==> config.mk <==
export PLATFORM = sky130hd
export DESIGN_NAME = vehicle_ctrl_hub_flat
export DESIGN_NICKNAME = d
export VERILOG_FILES = /design/src/rtl/vehicle_ctrl_hub_if.sv /design/src/rtl/vehicle_ctrl_hub.sv /design/src/flat_wrapper.sv
export SDC_FILE = /design/constraint.sdc
export NUM_CORES = 1
export LEC_CHECK = 0
export CORE_MARGIN = 10
export CORE_UTILIZATION = 31
export CTS_CLUSTER_DIAMETER = 200
export DETAILED_ROUTE_END_ITERATION = 16
export PLACE_DENSITY = 0.52
export SETUP_SLACK_MARGIN = 0.05
export SLEW_MARGIN = 10
export SYNTH_ARGS = -nofsm -noshare
export SYNTH_HDL_FRONTEND = slang
export SYNTH_SLANG_ARGS = --single-unit
==> constraint.sdc <==
create_clock -name sys_clk -period 5.8 [get_ports sys_clk]
set_input_delay 1.16 -clock sys_clk [delete_from_list [all_inputs] [get_ports sys_clk]]
set_output_delay 1.16 -clock sys_clk [all_outputs]
set_load 0.05 [all_outputs]
==> src/rtl/vehicle_ctrl_hub_if.sv <==
// UART-side byte bus of vehicle_ctrl_hub: outgoing frame handshake and received detector bytes.
// The hub drives the master modport; the UART wrapper drives the slave modport.
interface vehicle_ctrl_hub_if;
    logic       tx_valid;
    logic       tx_ready;
    logic [7:0] tx_data;
    logic       rx_valid;
    logic [7:0] rx_data;

    modport master (
        output tx_valid,
        output tx_data,
        input  tx_ready,
        input  rx_valid,
        input  rx_data
    );

    modport slave (
        input  tx_valid,
        input  tx_data,
        output tx_ready,
        output rx_valid,
        output rx_data
    );
endinterface

==> src/rtl/vehicle_ctrl_hub.sv <==
// Mode arbitration, power/motion registers, UART frame packing and detector supervision.
// Optional periodic frame resend is compiled in when HUB_REFRESH_EN is defined.
module vehicle_ctrl_hub #(
    parameter int unsigned MODE_W      = 2,
    parameter int unsigned STATE_W     = 2,
    parameter int unsigned MOVE_W      = 4,
    parameter int unsigned SETTLE_CYC  = 16,
    parameter int unsigned STALE_CYC   = 1_000_000,
    parameter int unsigned REFRESH_CYC = 5_000_000,
    localparam int unsigned NModes     = 2 ** MODE_W
) (
    input  logic                      sys_clk,
    input  logic                      rst,
    input  logic [MODE_W-1:0]         global_state,
    input  logic                      power_on,
    input  logic                      power_off,
    input  logic [NModes*STATE_W-1:0] mode_next_state,
    input  logic [NModes*MOVE_W-1:0]  mode_next_moving,
    input  logic [NModes-1:0]         mode_power_kill,
    input  logic                      pl_beacon,
    input  logic                      de_beacon,
    vehicle_ctrl_hub_if.master        uart,
    output logic                      power,
    output logic [STATE_W-1:0]        state,
    output logic [MOVE_W-1:0]         moving_state,
    output logic [MODE_W-1:0]         active_mode,
    output logic                      settling,
    output logic [3:0]                detector,
    output logic                      detector_stale,
    output logic [2:0]                state_light,
    output logic [MOVE_W-1:0]         moving_light
);

    localparam int unsigned SettleW = (SETTLE_CYC > 1) ? $clog2(SETTLE_CYC) : 1;
    localparam int unsigned StaleW  = $clog2(STALE_CYC + 1);
    localparam logic [SettleW-1:0] SettleLoad = SettleW'(SETTLE_CYC - 1);
    localparam logic [StaleW-1:0]  StaleMax   = StaleW'(STALE_CYC);

    typedef enum logic {PwrOff, PwrOn} pwr_e;
    typedef enum logic {StRun, StSettle} mode_e;

    pwr_e                pwr_q, pwr_d;
    mode_e               mode_q, mode_d;
    logic [SettleW-1:0]  settle_cnt_q, settle_cnt_d;
    logic [MODE_W-1:0]   active_mode_q, active_mode_d;
    logic [MODE_W-1:0]   gs_q;
    logic [STATE_W-1:0]  state_q;
    logic [MOVE_W-1:0]   moving_q;
    logic                state_load;
    logic [3:0]          det_q;
    logic [StaleW-1:0]   stale_cnt_q;
    logic [7:0]          frame, frame_prev_q;
    logic                refresh_tick, send_req;
    logic                tx_valid_q, tx_valid_d, dirty_q, dirty_d;
    logic [7:0]          tx_data_q, tx_data_d;
    logic                unused_rx_hi;

    // ---------------- Power and mode FSMs: state registers ----------------
    always_ff @(posedge sys_clk) begin
        if (rst) begin
            pwr_q         <= PwrOff;
            mode_q        <= StRun;
            settle_cnt_q  <= '0;
            active_mode_q <= '0;
            gs_q          <= '0;
        end else begin
            pwr_q         <= pwr_d;
            mode_q        <= mode_d;
            settle_cnt_q  <= settle_cnt_d;
            active_mode_q <= active_mode_d;
            gs_q          <= global_state;
        end
    end

    // ---------------- Next-state logic ----------------
    always_comb begin
        pwr_d = pwr_q;
        case (pwr_q)
            PwrOff:  if (power_on && !power_off) pwr_d = PwrOn;
            PwrOn:   if (power_off || mode_power_kill[active_mode_q]) pwr_d = PwrOff;
            default: pwr_d = PwrOff;
        endcase
    end

    always_comb begin
        mode_d        = mode_q;
        settle_cnt_d  = settle_cnt_q;
        active_mode_d = active_mode_q;
        case (mode_q)
            StRun: begin
                if (global_state != active_mode_q) begin
                    mode_d       = StSettle;
                    settle_cnt_d = SettleLoad;
                end
            end
            StSettle: begin
                // A request that moves again restarts the whole forced-stop window.
                if (global_state != gs_q) begin
                    settle_cnt_d = SettleLoad;
                end else if (settle_cnt_q == '0) begin
                    active_mode_d = global_state;
                    mode_d        = StRun;
                end else begin
                    settle_cnt_d = settle_cnt_q - SettleW'(1);
                end
            end
            default: mode_d = StRun;
        endcase
    end

    // ---------------- FSM outputs ----------------
    always_comb begin
        power    = (pwr_q == PwrOn);
        settling = (mode_q == StSettle);
    end

    // Slices load only across RUN->RUN so the new mode appears one cycle after active_mode.
    assign state_load = (pwr_d == PwrOn) && (mode_q == StRun) && (mode_d == StRun);

    always_ff @(posedge sys_clk) begin
        if (rst || !state_load) begin
            state_q  <= '0;
            moving_q <= '0;
        end else begin
            state_q  <= mode_next_state[int'(active_mode_q) * STATE_W +: STATE_W];
            moving_q <= mode_next_moving[int'(active_mode_q) * MOVE_W +: MOVE_W];
        end
    end

    assign state        = state_q;
    assign moving_state = moving_q;
    assign moving_light = moving_q;
    assign active_mode  = active_mode_q;

    always_comb begin
        state_light = 3'b000;
        if (power) begin
            if (state_q == STATE_W'(0))      state_light = 3'b001;
            else if (state_q == STATE_W'(1)) state_light = 3'b010;
            else if (state_q == STATE_W'(2)) state_light = 3'b100;
            else if (state_q == STATE_W'(3)) state_light = 3'b111;
        end
    end

    // ---------------- Detector latch with staleness supervision ----------------
    always_ff @(posedge sys_clk) begin
        if (rst) begin
            det_q       <= 4'hF;
            stale_cnt_q <= StaleMax;
        end else if (uart.rx_valid) begin
            det_q       <= uart.rx_data[3:0];
            stale_cnt_q <= '0;
        end else if (stale_cnt_q != StaleMax) begin
            stale_cnt_q <= stale_cnt_q + StaleW'(1);
        end
    end

    assign detector_stale = (stale_cnt_q == StaleMax);
    assign detector       = detector_stale ? 4'hF : det_q;
    assign unused_rx_hi   = ^uart.rx_data[7:4];

    // ---------------- Refresh tick ----------------
`ifdef HUB_REFRESH_EN
    localparam int unsigned RefW = (REFRESH_CYC > 1) ? $clog2(REFRESH_CYC) : 1;
    logic [RefW-1:0] ref_cnt_q;

    always_ff @(posedge sys_clk) begin
        if (rst || refresh_tick) ref_cnt_q <= '0;
        else                     ref_cnt_q <= ref_cnt_q + RefW'(1);
    end

    assign refresh_tick = (ref_cnt_q == RefW'(REFRESH_CYC - 1));
`else
    logic unused_refresh_cfg;
    assign unused_refresh_cfg = (REFRESH_CYC == 0);
    assign refresh_tick       = 1'b0;
`endif

    // ---------------- TX frame handshake ----------------
    assign frame    = {2'b10, de_beacon, pl_beacon, moving_q[3:0]};
    assign send_req = (frame != frame_prev_q) || refresh_tick;

    always_comb begin
        tx_valid_d = tx_valid_q;
        tx_data_d  = tx_data_q;
        dirty_d    = dirty_q;
        if (tx_valid_q) begin
            if (uart.tx_ready) begin
                // Back-to-back: a queued update is loaded on the completing edge.
                if (send_req || dirty_q) tx_data_d = frame;
                else                     tx_valid_d = 1'b0;
                dirty_d = 1'b0;
            end else if (send_req) begin
                dirty_d = 1'b1;
            end
        end else if (send_req || dirty_q) begin
            tx_data_d  = frame;
            tx_valid_d = 1'b1;
            dirty_d    = 1'b0;
        end
    end

    always_ff @(posedge sys_clk) begin
        if (rst) begin
            tx_valid_q   <= 1'b0;
            tx_data_q    <= 8'h80;
            dirty_q      <= 1'b0;
            frame_prev_q <= 8'h80;
        end else begin
            tx_valid_q   <= tx_valid_d;
            tx_data_q    <= tx_data_d;
            dirty_q      <= dirty_d;
            frame_prev_q <= frame;
        end
    end

    assign uart.tx_valid = tx_valid_q;
    assign uart.tx_data  = tx_data_q;

endmodule

==> src/flat_wrapper.sv <==
// flat-port wrapper written by rule: the top's interface ports become plain ports
module vehicle_ctrl_hub_flat 
#(
    parameter int unsigned MODE_W      = 2,
    parameter int unsigned STATE_W     = 2,
    parameter int unsigned MOVE_W      = 4,
    parameter int unsigned SETTLE_CYC  = 16,
    parameter int unsigned STALE_CYC   = 1_000_000,
    parameter int unsigned REFRESH_CYC = 5_000_000,
    localparam int unsigned NModes     = 2 ** MODE_W
)
  (sys_clk, rst, global_state, power_on, power_off, mode_next_state, mode_next_moving, mode_power_kill, pl_beacon, de_beacon, power, state, moving_state, active_mode, settling, detector, detector_stale, state_light, moving_light, uart_tx_valid, uart_tx_data, uart_tx_ready, uart_rx_valid, uart_rx_data);
  vehicle_ctrl_hub_if uart_i ();
  input  logic sys_clk;
  input  logic rst;
  input  logic [MODE_W-1:0] global_state;
  input  logic power_on;
  input  logic power_off;
  input  logic [NModes*STATE_W-1:0] mode_next_state;
  input  logic [NModes*MOVE_W-1:0] mode_next_moving;
  input  logic [NModes-1:0] mode_power_kill;
  input  logic pl_beacon;
  input  logic de_beacon;
  output logic power;
  output logic [STATE_W-1:0] state;
  output logic [MOVE_W-1:0] moving_state;
  output logic [MODE_W-1:0] active_mode;
  output logic settling;
  output logic [3:0] detector;
  output logic detector_stale;
  output logic [2:0] state_light;
  output logic [MOVE_W-1:0] moving_light;
  output wire logic [$bits(uart_i.tx_valid)-1:0] uart_tx_valid;
  output wire logic [$bits(uart_i.tx_data)-1:0] uart_tx_data;
  input wire logic [$bits(uart_i.tx_ready)-1:0] uart_tx_ready;
  input wire logic [$bits(uart_i.rx_valid)-1:0] uart_rx_valid;
  input wire logic [$bits(uart_i.rx_data)-1:0] uart_rx_data;
  assign uart_tx_valid = uart_i.tx_valid;
  assign uart_tx_data = uart_i.tx_data;
  assign uart_i.tx_ready = uart_tx_ready;
  assign uart_i.rx_valid = uart_rx_valid;
  assign uart_i.rx_data = uart_rx_data;
  vehicle_ctrl_hub #(.MODE_W(MODE_W), .STATE_W(STATE_W), .MOVE_W(MOVE_W), .SETTLE_CYC(SETTLE_CYC), .STALE_CYC(STALE_CYC), .REFRESH_CYC(REFRESH_CYC)) u_core (.sys_clk(sys_clk), .rst(rst), .global_state(global_state), .power_on(power_on), .power_off(power_off), .mode_next_state(mode_next_state), .mode_next_moving(mode_next_moving), .mode_power_kill(mode_power_kill), .pl_beacon(pl_beacon), .de_beacon(de_beacon), .uart(uart_i), .power(power), .state(state), .moving_state(moving_state), .active_mode(active_mode), .settling(settling), .detector(detector), .detector_stale(detector_stale), .state_light(state_light), .moving_light(moving_light));
endmodule
==> impl_results.md, run 1 <==
- Die Area: 12900 sq um
- RSZ-0062 raised after global routing: false
- Share of post-route cells with drive strength above 1: 7.00%
- Critical Path End Type: output pin
- Port Buf Inserts: 70
- Hold Startpoint: u_core.det_q[2]
- Top FF cell, synth: dfxtp_1
- Mapped Area: 2710 sq um
- Synth async-reset ratio: 0%
- NumNets Final: 396
- Final wirelength: 6380 microns
- Largest net degree at the start of global routing: 30
- CTS-repair resized insts: 0
- Largest family of logic cells by synthesized area: simple AND/OR/NAND/NOR gates
- Site Rows: 34
- Fin util: 41.3%
- Fmax achieved: 246 MHz
- Total core area: 8590 sq um
- Yosys warns: 0
- DRC: 0
- Final Hold Fails: 0
- Sequential element share of the synthesized area: 39.9%
- RR Endpoint: u_core.moving_light[0]
- Worst hold path class: flop to flop
- Hold buffers post-CTS: 0
- Vias in the first global route: 2238
- Hold depth: 2
- Worst slew pin tran: 0.631 ns
- Starting Density: 31.5%
- Die height: 113 microns
- Clk pin slew, worst setup/hold paths: 0.09 ns
- RR Startpoint: u_core.active_mode[0]
- WS Path Type: flop to output pin
- Multiplexer area fraction after synthesis: 12.5%
- Slew headroom: 57.6%
- Post-Syn Instances: 280
- Global Route Usage Sum: 10.2%
- Worst Path Required: 4.64 ns
- Avg WL per Cell: 14.1 microns
- Min cycle time layout: 4.06 ns
- Xor-xnor portion of the synthesized cell area: 6.15%
- Final Cycle Share: 70.0%
- Synth Area in Adders: 3.70%
- TritonCTS buffer count: 5
- Yosys cell types: 42
- Status: finished, final reports clean
- Die width: 113 microns
- Starting DRT DRC Count: 65
- Hold Path Sink: u_core.det_q[2]
- Detailed placement HPWL: 4930 microns
- IO Pins: 77
- Vias: 2180
- Post-synth EDFFs: 0
- CP max FO: 5
- Lkg Pwr: 0.00133 uW
- Syn avg cell area: 9.67 sq um
- Layout filler cell count: 850
- Placer Congestion: 0.715
- Setup violators final: 0
- Ant diodes: 0
- Slew Limit Fails: 0
- Drt first pass iters: 6
- Worst Path Arrival: 2.90 ns
- Pwr dens: 210 nW/um^2
- Sum Neg Setup Slack: 0 ns
- First-pass GRT wire length: 11100 microns
- R2r worst-path depth: 3
- Complex-gate fraction of the synthesized area: 7.86%
- Synth Net Count: 334
- Clock root buffer: clkbuf_8
- Synthesized flop and latch total: 54
- Max-capacitance violation count: 0
- Post-CTS setup buffer count: 0
- Total clock sinks: 54
- Grt ovf: 0
- CTS max path bufs: 2
- Crit start category: flop
- Worst R2R Setup Slack: 3.83 ns
- # H-tree levels: 2
- VDD IR-drop max: 0.103 mV
- Synthesis-to-finish area growth: 31.1%
- Final antenna-violating net count: 0
- Simple-gate area share of the yosys netlist: 25.0%
- DR vias/cell: 4.83
- Initial antenna violation count: 0
- Clock Latency Late Sink: 0.30 ns
- CTS tree: done
- Worst Skew: 0.00381 ns
==> Yosys cell counts, drive strengths merged, types with 4 or more instances <==
| master | instances | area (sq um) |
|---|---|---|
| nand4 | 8 | 50.1 |
| nand2 | 16 | 60.1 |
| mux4 | 7 | 180 |
| xor2 | 10 | 87.6 |
| o21ai | 6 | 30.0 |
| nand3 | 16 | 80.1 |
| nor4 | 5 | 31.3 |
| nor2b | 20 | 125 |
| clkbuf | 6 | 22.5 |
| and3 | 10 | 62.6 |
| mux2i | 9 | 90.1 |
| xnor2 | 9 | 78.8 |
| mux2 | 6 | 67.6 |
| or2 | 6 | 37.5 |
| ha | 8 | 100 |
| or3 | 4 | 25.0 |
| inv | 9 | 33.8 |
| nor2 | 16 | 60.1 |
| buf | 10 | 70.1 |
| dfxtp | 54 | 1080 |
| nor3 | 7 | 35.0 |
| a21oi | 13 | 65.1 |
==> worst max-delay path: stages, from the launching register on <==
cell	delay (ns)
dfxtp_1	0.36
or4_4	0.54
nor3_1	0.49
and2_1	0.28
or2_2	0.13
clkdlybuf4s50_1	0.80
==> where the power goes <==
part	switching (uW)	internal [uW]	total, uW	leakage (uW)
Combinational	67.9	64.8	133	0.000840
Clock	120	96.6	216	0.0000482
Sequential	12.0	384	397	0.000442
==> registers in the layout, summed over array words and instances, names as in the netlist <==
name and count:
u_core.settling 1, u_core.uart.tx_valid 1, u_core.uart.tx_data 6, u_core.gs_q 2, u_core.stale_cnt_q 20, u_core.dirty_q 1, u_core.moving_light 4, u_core.active_mode 2
u_core.det_q 4, u_core.settle_cnt_q 4, u_core.power 1, u_core.frame_prev_q 6, u_core.state 2
==> cell usage in the layout (no fill, tap or decap), types with 2 or more instances in the layout <==
cell	Yosys	routed
mux4_1	6	6
clkdlybuf4s50_1	0	70
nor2b_1	20	20
and3_1	10	10
nand2b_1	2	2
clkbuf_8	0	6
inv_1	9	9
and2_1	2	2
dfxtp_1	54	54
or3_1	4	4
nand3_1	16	16
nor2_1	16	16
nor3b_1	3	3
nor4_1	5	5
nor3_1	7	7
xnor2_1	9	9
a311oi_1	2	2
nand4_1	8	8
a21oi_1	13	13
o21ai_0	6	6
xor2_1	10	10
mux2_2	6	6
conb_1	2	2
ha_1	8	8
or2_2	6	6
and4_1	3	3
or4_1	2	2
mux2i_1	9	9
nand2_1	16	16
==> cell families after synthesis <==
logic type	after synthesis
XOR/XNOR	19
buffers and inverters	25
AND/OR/NAND/NOR	122
other	2
multiplexers	22
adder cells (fa/ha/maj)	8
flip-flops	54
AO/OA/AOI/OAI	28
==> worst max-delay path by stage <==
stage / cells past startpoint / startpoint / slack, ns / end
finish: 5 / u_core.stale_cnt_q[11] / 1.74 / detector[3]
floorplan: 2 / u_core.stale_cnt_q[11] / 2.24 / detector_stale
detailed placement: 5 / u_core.stale_cnt_q[11] / 2.09 / detector[3]
global route: 5 / u_core.stale_cnt_q[11] / 1.52 / detector[0]
global placement: 5 / u_core.stale_cnt_q[11] / 2.09 / detector[0]
CTS: 5 / u_core.stale_cnt_q[11] / 1.74 / detector[3]
==> final cells by class <==
type                    instances  area (sq um)  area share, %
clock buffers                   7          86.3           2.43
clock inverters                 1          5.00          0.141
inverters                       9          33.8          0.952
multi-input cells             201          1500           42.3
flip-flops and latches         54          1080           30.5
well taps                     108           135           3.81
repair buffers                 71           708           20.0
==> metal layers <==
layer / track usage, % / routed length [microns] / up-vias
li1: - / - / 1115
met1: 12.0 / 2830 / 1018
met2: 17.0 / 3070 / 40
met3: 3.78 / 395 / 7
met4: 3.30 / 84 / 0
met5: 0 / 0 / -
==> per-stage QoR <==
| stage | hold slack [ns] | instances | total power (uW) | instance area, sq um | setup slack (ns) |
|---|---|---|---|---|---|
| finish | 0.471 | 451 | 745 | 3550 | 1.74 |
| global route | 0.517 | 451 | 789 | 3550 | 1.52 |
| CTS | 0.481 | 451 | 759 | 3550 | 1.74 |
| detailed placement | 0.455 | 443 | 539 | 3460 | 2.09 |
| floorplan | 0.433 | 280 | 485 | 2710 | 2.24 |
| global placement | 0.450 | 443 | 538 | 3460 | 2.09 |
No activity file was read; power rests on OpenSTA's default activity.
==> inputs of run 2 (changes only) <==
clock period = 4.2 ns   (was 5.8 ns; I/O delays follow)
==> run 2 against run 1 <==
Clock power up 73%. Critical path depth unchanged. Core utilization up 0.35 points. Cell count unchanged. Die area unchanged. Sequential power up 38%. Global-route usage about the same. Sequential share of layout area down 0.26 points. Critical endpoint is now detector[0]. Highest routed layer unchanged.
==> impl_results.md, run 2 (same netlist as run 1, synthesis figures left out) <==
- Status: finished, final reports clean
- Worst Path Arrival: 2.86 ns
- RSZ-0062 raised after global routing: false
- WS Path Type: flop to output pin
- Vias in the first global route: 2228
- Port Buf Inserts: 70
- Share of post-route cells with drive strength above 1: 7.29%
- Critical Path End Type: output pin
- Worst slew pin tran: 0.694 ns
- Avg WL per Cell: 14.3 microns
- DR vias/cell: 4.78
- Largest net degree at the start of global routing: 18
- Layout filler cell count: 864
- Global Route Usage Sum: 10.2%
- VDD IR-drop max: 0.149 mV
- Initial antenna violation count: 0
- Sum Neg Setup Slack: 0 ns
- Die Area: 12900 sq um
- DRC: 0
- Max-capacitance violation count: 0
- Total core area: 8590 sq um
- Final Cycle Share: 88.1%
- Starting DRT DRC Count: 66
- Clk pin slew, worst setup/hold paths: 0.10 ns
- Pwr dens: 309 nW/um^2
- Lkg Pwr: 0.00134 uW
- Worst Path Required: 3.36 ns
- Ant diodes: 0
- Drt first pass iters: 4
- First-pass GRT wire length: 11100 microns
- Placer Congestion: 0.776
- Commonest non-fill, non-tap cell in the layout: clkdlybuf4s50_1
- Die height: 113 microns
- Max reg flops: 20
- Setup Slack @ Placement: 0.809 ns
- Power share of the combinational group: 16.6%
- TritonCTS buffer count: 5
- Slew headroom: 53.6%
- Top reg by flops: u_core.stale_cnt_q
- Clock power share: 33.9%
- Site Rows: 34
- Post-CTS setup buffer count: 0
- Fin util: 41.7%
- Highest-count cells in the layout ignoring fill and taps: clkdlybuf4s50_1 (70), dfxtp_1 (54), nor2b_1 (20)
- Part of the power in registers: 49.5%
- Min cycle time layout: 3.70 ns
- Clock Latency Late Sink: 0.31 ns
- Clock root buffer: clkbuf_8
- CTS max path bufs: 2
- Starting Density: 31.5%
- Grt ovf: 0
- Die width: 113 microns
- Final Worst Setup Slack: 0.501 ns
- Final Hold Fails: 0
- CTS-repair resized insts: 0
- Final wirelength: 6460 microns
- Sw frac: 26.0%
- Hold buffers post-CTS: 0
- Synthesis-to-finish area growth: 32.2%
- Worst hold path class: flop to flop
- CTS tree: done
- IO Pins: 77
- Worst Skew: 0.0156 ns
- Crit start category: flop
- CP max FO: 5
- Internal power: 817 uW
- Worst hold margin: 0.478 ns
- Final antenna-violating net count: 0
- Setup violators final: 0
- Vias: 2155
- NumNets Final: 396
- Fmax achieved: 270 MHz
- Total clock sinks: 54
- Switch Pwr: 288 uW
- Detailed placement HPWL: 5060 microns
- Slew Limit Fails: 0
- # H-tree levels: 2
==> run 2: metrics by stage <==
| stage | total power, uW | instance area [sq um] | cells |
|---|---|---|---|
| final | 1100 | 3580 | 451 |
| after global routing | 1160 | 3580 | 451 |
| after global placement | 743 | 3460 | 443 |
| after CTS | 1120 | 3580 | 451 |
| after floorplan | 669 | 2710 | 280 |
| after detailed placement | 745 | 3460 | 443 |
==> run 2: power groups by stage <==
| stage | sequential, uW | clock, uW | combinational (uW) |
|---|---|---|---|
| 4_1_cts | 548 | 388 | 187 |
| 3_3_place_gp | 559 | 0 | 183 |
| 2_1_floorplan | 572 | 0 | 97.4 |
| 6_report | 547 | 374 | 183 |
| 5_1_grt | 552 | 409 | 201 |
| 3_5_place_dp | 559 | 0 | 186 |
==> run 2: area by class of cell <==
class / count / area [sq um] / share of cell area (%)
Clock buffer: 6 / 82.6 / 2.31
Clock inverter: 2 / 38.8 / 1.08
Inverter: 9 / 33.8 / 0.944
Multi-Input combinational cell: 201 / 1500 / 41.9
Tap cell: 108 / 135 / 3.77
Sequential cell: 54 / 1080 / 30.2
Timing Repair Buffer: 71 / 708 / 19.8
==> run 2: per-layer routing <==
layer	vias up	GRT usage [%]	share of wire (%)
li1	1119	-	-
met1	981	11.7	42
met2	50	17.3	49
met3	5	4.09	7.7
met4	0	2.79	0.94
met5	-	0	0
==> run 2: final timing paths <==
kind	cells after the start	slack, ns	endpoint	startpoint
min	2	0.48	u_core.det_q[2]	u_core.det_q[2]
min reg2reg	2	0.48	u_core.det_q[2]	u_core.det_q[2]
max reg2reg	3	2.21	u_core.moving_light[0]	u_core.active_mode[0]
max	5	0.50	detector[0]	u_core.stale_cnt_q[11]
==> run 2: critical path, cell delays in order (launching register included) <==
cell and delay [ns]:
dfxtp_1 0.37, or4_4 0.54, nor3_1 0.46, and2_1 0.26
or2_2 0.12, clkdlybuf4s50_1 0.80
==> inputs of run 3 (changes only) <==
CORE_MARGIN = 2   (was 10)
clock period = 4.1 ns   (was 4.2 ns; I/O delays follow)
==> run 3 against run 2 <==
Critical path depth unchanged. Sequential power grew 2%. Cell area shrank 0.63%. Count of clock-buffer cells in the layout stayed put. Clock power shrank 16%. Die area shrank 26%. First-iteration DRC count shrank 1.5%. Highest routed layer unchanged.
==> impl_results.md, run 3 (same netlist as run 1, synthesis figures left out) <==
- CTS max path bufs: 2
- CTS-repair resized insts: 0
- Clk pin slew, worst setup/hold paths: 0.10 ns
- Detailed placement HPWL: 4300 microns
- Min cycle time layout: 3.69 ns
- Worst slew pin tran: 0.717 ns
- Worst Path Required: 3.28 ns
- VDD IR-drop max: 0.154 mV
- IO Pins: 77
- Setup violators final: 0
- Site Rows: 34
- Top reg by flops: u_core.stale_cnt_q
- WS Path Type: flop to output pin
- Global Route Usage Sum: 12.2%
- Slew headroom: 52.1%
- Max reg flops: 20
- Placer Congestion: 0.748
- Hold buffers post-CTS: 0
- Post-CTS setup buffer count: 0
- Grt ovf: 0
- DRC: 0
- Post-route cell area: 3560 sq um
- Clock root buffer: clkbuf_8
- Critical Path End Type: output pin
- Power consumption: 1060 uW
- RR Endpoint: u_core.moving_light[1]
- Fmax achieved: 271 MHz
- Sum Neg Setup Slack: 0 ns
- Port Buf Inserts: 70
- RR Startpoint: u_core.active_mode[0]
- Vias in the first global route: 2130
- NumNets Final: 396
- Starting DRT DRC Count: 65
- CP Capture Point: detector[1]
- Lkg Pwr: 0.00133 uW
- Critical path depth: 5
- Total clock sinks: 54
- Die height: 97.5 microns
- Setup crit start: u_core.stale_cnt_q[11]
- Drt first pass iters: 4
- Synthesis-to-finish area growth: 31.4%
- Share of post-route cells with drive strength above 1: 7.29%
- Ant diodes: 0
- CP cell instances: or4_4 -> nor3_1 -> and2_1 -> or2_2 -> clkdlybuf4s50_1
- Pwr dens: 298 nW/um^2
- Avg WL per Cell: 12.7 microns
- Final antenna-violating net count: 0
- Worst R2R Setup Slack: 2.10 ns
- Worst Skew: 0.00924 ns
- Vias: 2154
- CP max FO: 5
- Crit path buffers/inverters: 1
- Slew Limit Fails: 0
- RSZ-0062 raised after global routing: false
- Final Hold Fails: 0
- Largest net degree at the start of global routing: 18
- Final Cycle Share: 89.9%
- First-pass GRT wire length: 9670 microns
- Crit start category: flop
- # H-tree levels: 2
- Status: finished, final reports clean
- Slowest stage delay, CP: 0.79 ns
- Starting Density: 31.5%
- Initial antenna violation count: 0
- R2r worst-path depth: 3
- Die Area: 9500 sq um
- Commonest non-fill, non-tap cell in the layout: clkdlybuf4s50_1
- Final wirelength: 5730 microns
- CTS tree: done
- Clock Latency Late Sink: 0.30 ns
- Cell family with most CP delay: simple AND/OR/NAND/NOR gates
- TritonCTS buffer count: 5
- Placed Area: 3460 sq um
- Worst hold path class: flop to flop
- Max-capacitance violation count: 0
- Total core area: 8590 sq um
- Worst Path Arrival: 2.87 ns
- Slowest stage cell on the critical path: clkdlybuf4s50_1
- Highest-count cells in the layout ignoring fill and taps: clkdlybuf4s50_1 (70), dfxtp_1 (54), nor2b_1 (20)
- Die width: 97.5 microns
- DR vias/cell: 4.78
run 3: cell types whose count changed in the layout (fill, tap and decap cells not counted):
cell / previous run / this run
bufinv_16: 1 / 0
clkinvlp_4: 0 / 1
run 3: final cells by class:
cell class,instances,area [sq um]
well taps,108,135
multi-input cells,201,1500
repair buffers,71,708
clock buffers,6,82.6
fillers,862,5040
inverters,9,33.8
flip-flops and latches,54,1080
clock inverters,2,16.3
run 3: stage by stage:
step                      hold WS (ns)  std cells  worst slack, ns  util, %
after global placement           0.451        443            0.774     40.2
after floorplan                  0.433        280            0.879        -
after detailed placement         0.454        443            0.778     40.2
after global routing             0.497        451            0.312     41.4
after CTS                        0.483        451            0.429     41.4
final                            0.472        451            0.414     41.4
run 3: report_power, final:
part | switching, uW | leakage (uW) | internal [uW] | total [uW]
Combinational | 95.5 | 0.000840 | 91.7 | 187
Clock | 174 | 0.0000478 | 139 | 313
Sequential | 16.5 | 0.000442 | 544 | 560
run 3: per-layer routing:
metal	track usage, %	vias up	share of wire, %
li1	-	1112	-
met1	15.4	988	47
met2	20.2	50	47
met3	3.02	4	5.1
met4	4.27	0	1.3
met5	0	-	0
run 3: worst min-delay path by stage:
| stage | start | endpoint | slack (ns) | cells after the start |
|---|---|---|---|---|
| floorplan | u_core.det_q[0] | u_core.det_q[0] | 0.43 | 2 |
| global placement | u_core.det_q[0] | u_core.det_q[0] | 0.45 | 2 |
| detailed placement | u_core.det_q[3] | u_core.det_q[3] | 0.45 | 2 |
| CTS | u_core.det_q[3] | u_core.det_q[3] | 0.48 | 2 |
| global route | u_core.det_q[0] | u_core.det_q[0] | 0.50 | 2 |
| finish | u_core.det_q[3] | u_core.det_q[3] | 0.47 | 2 |
run 3: tightest hold or removal path, stage by stage, from the launching register on:
cell	delay [ns]
dfxtp_1	0.33
mux2i_1	0.06
nand2_1	0.06
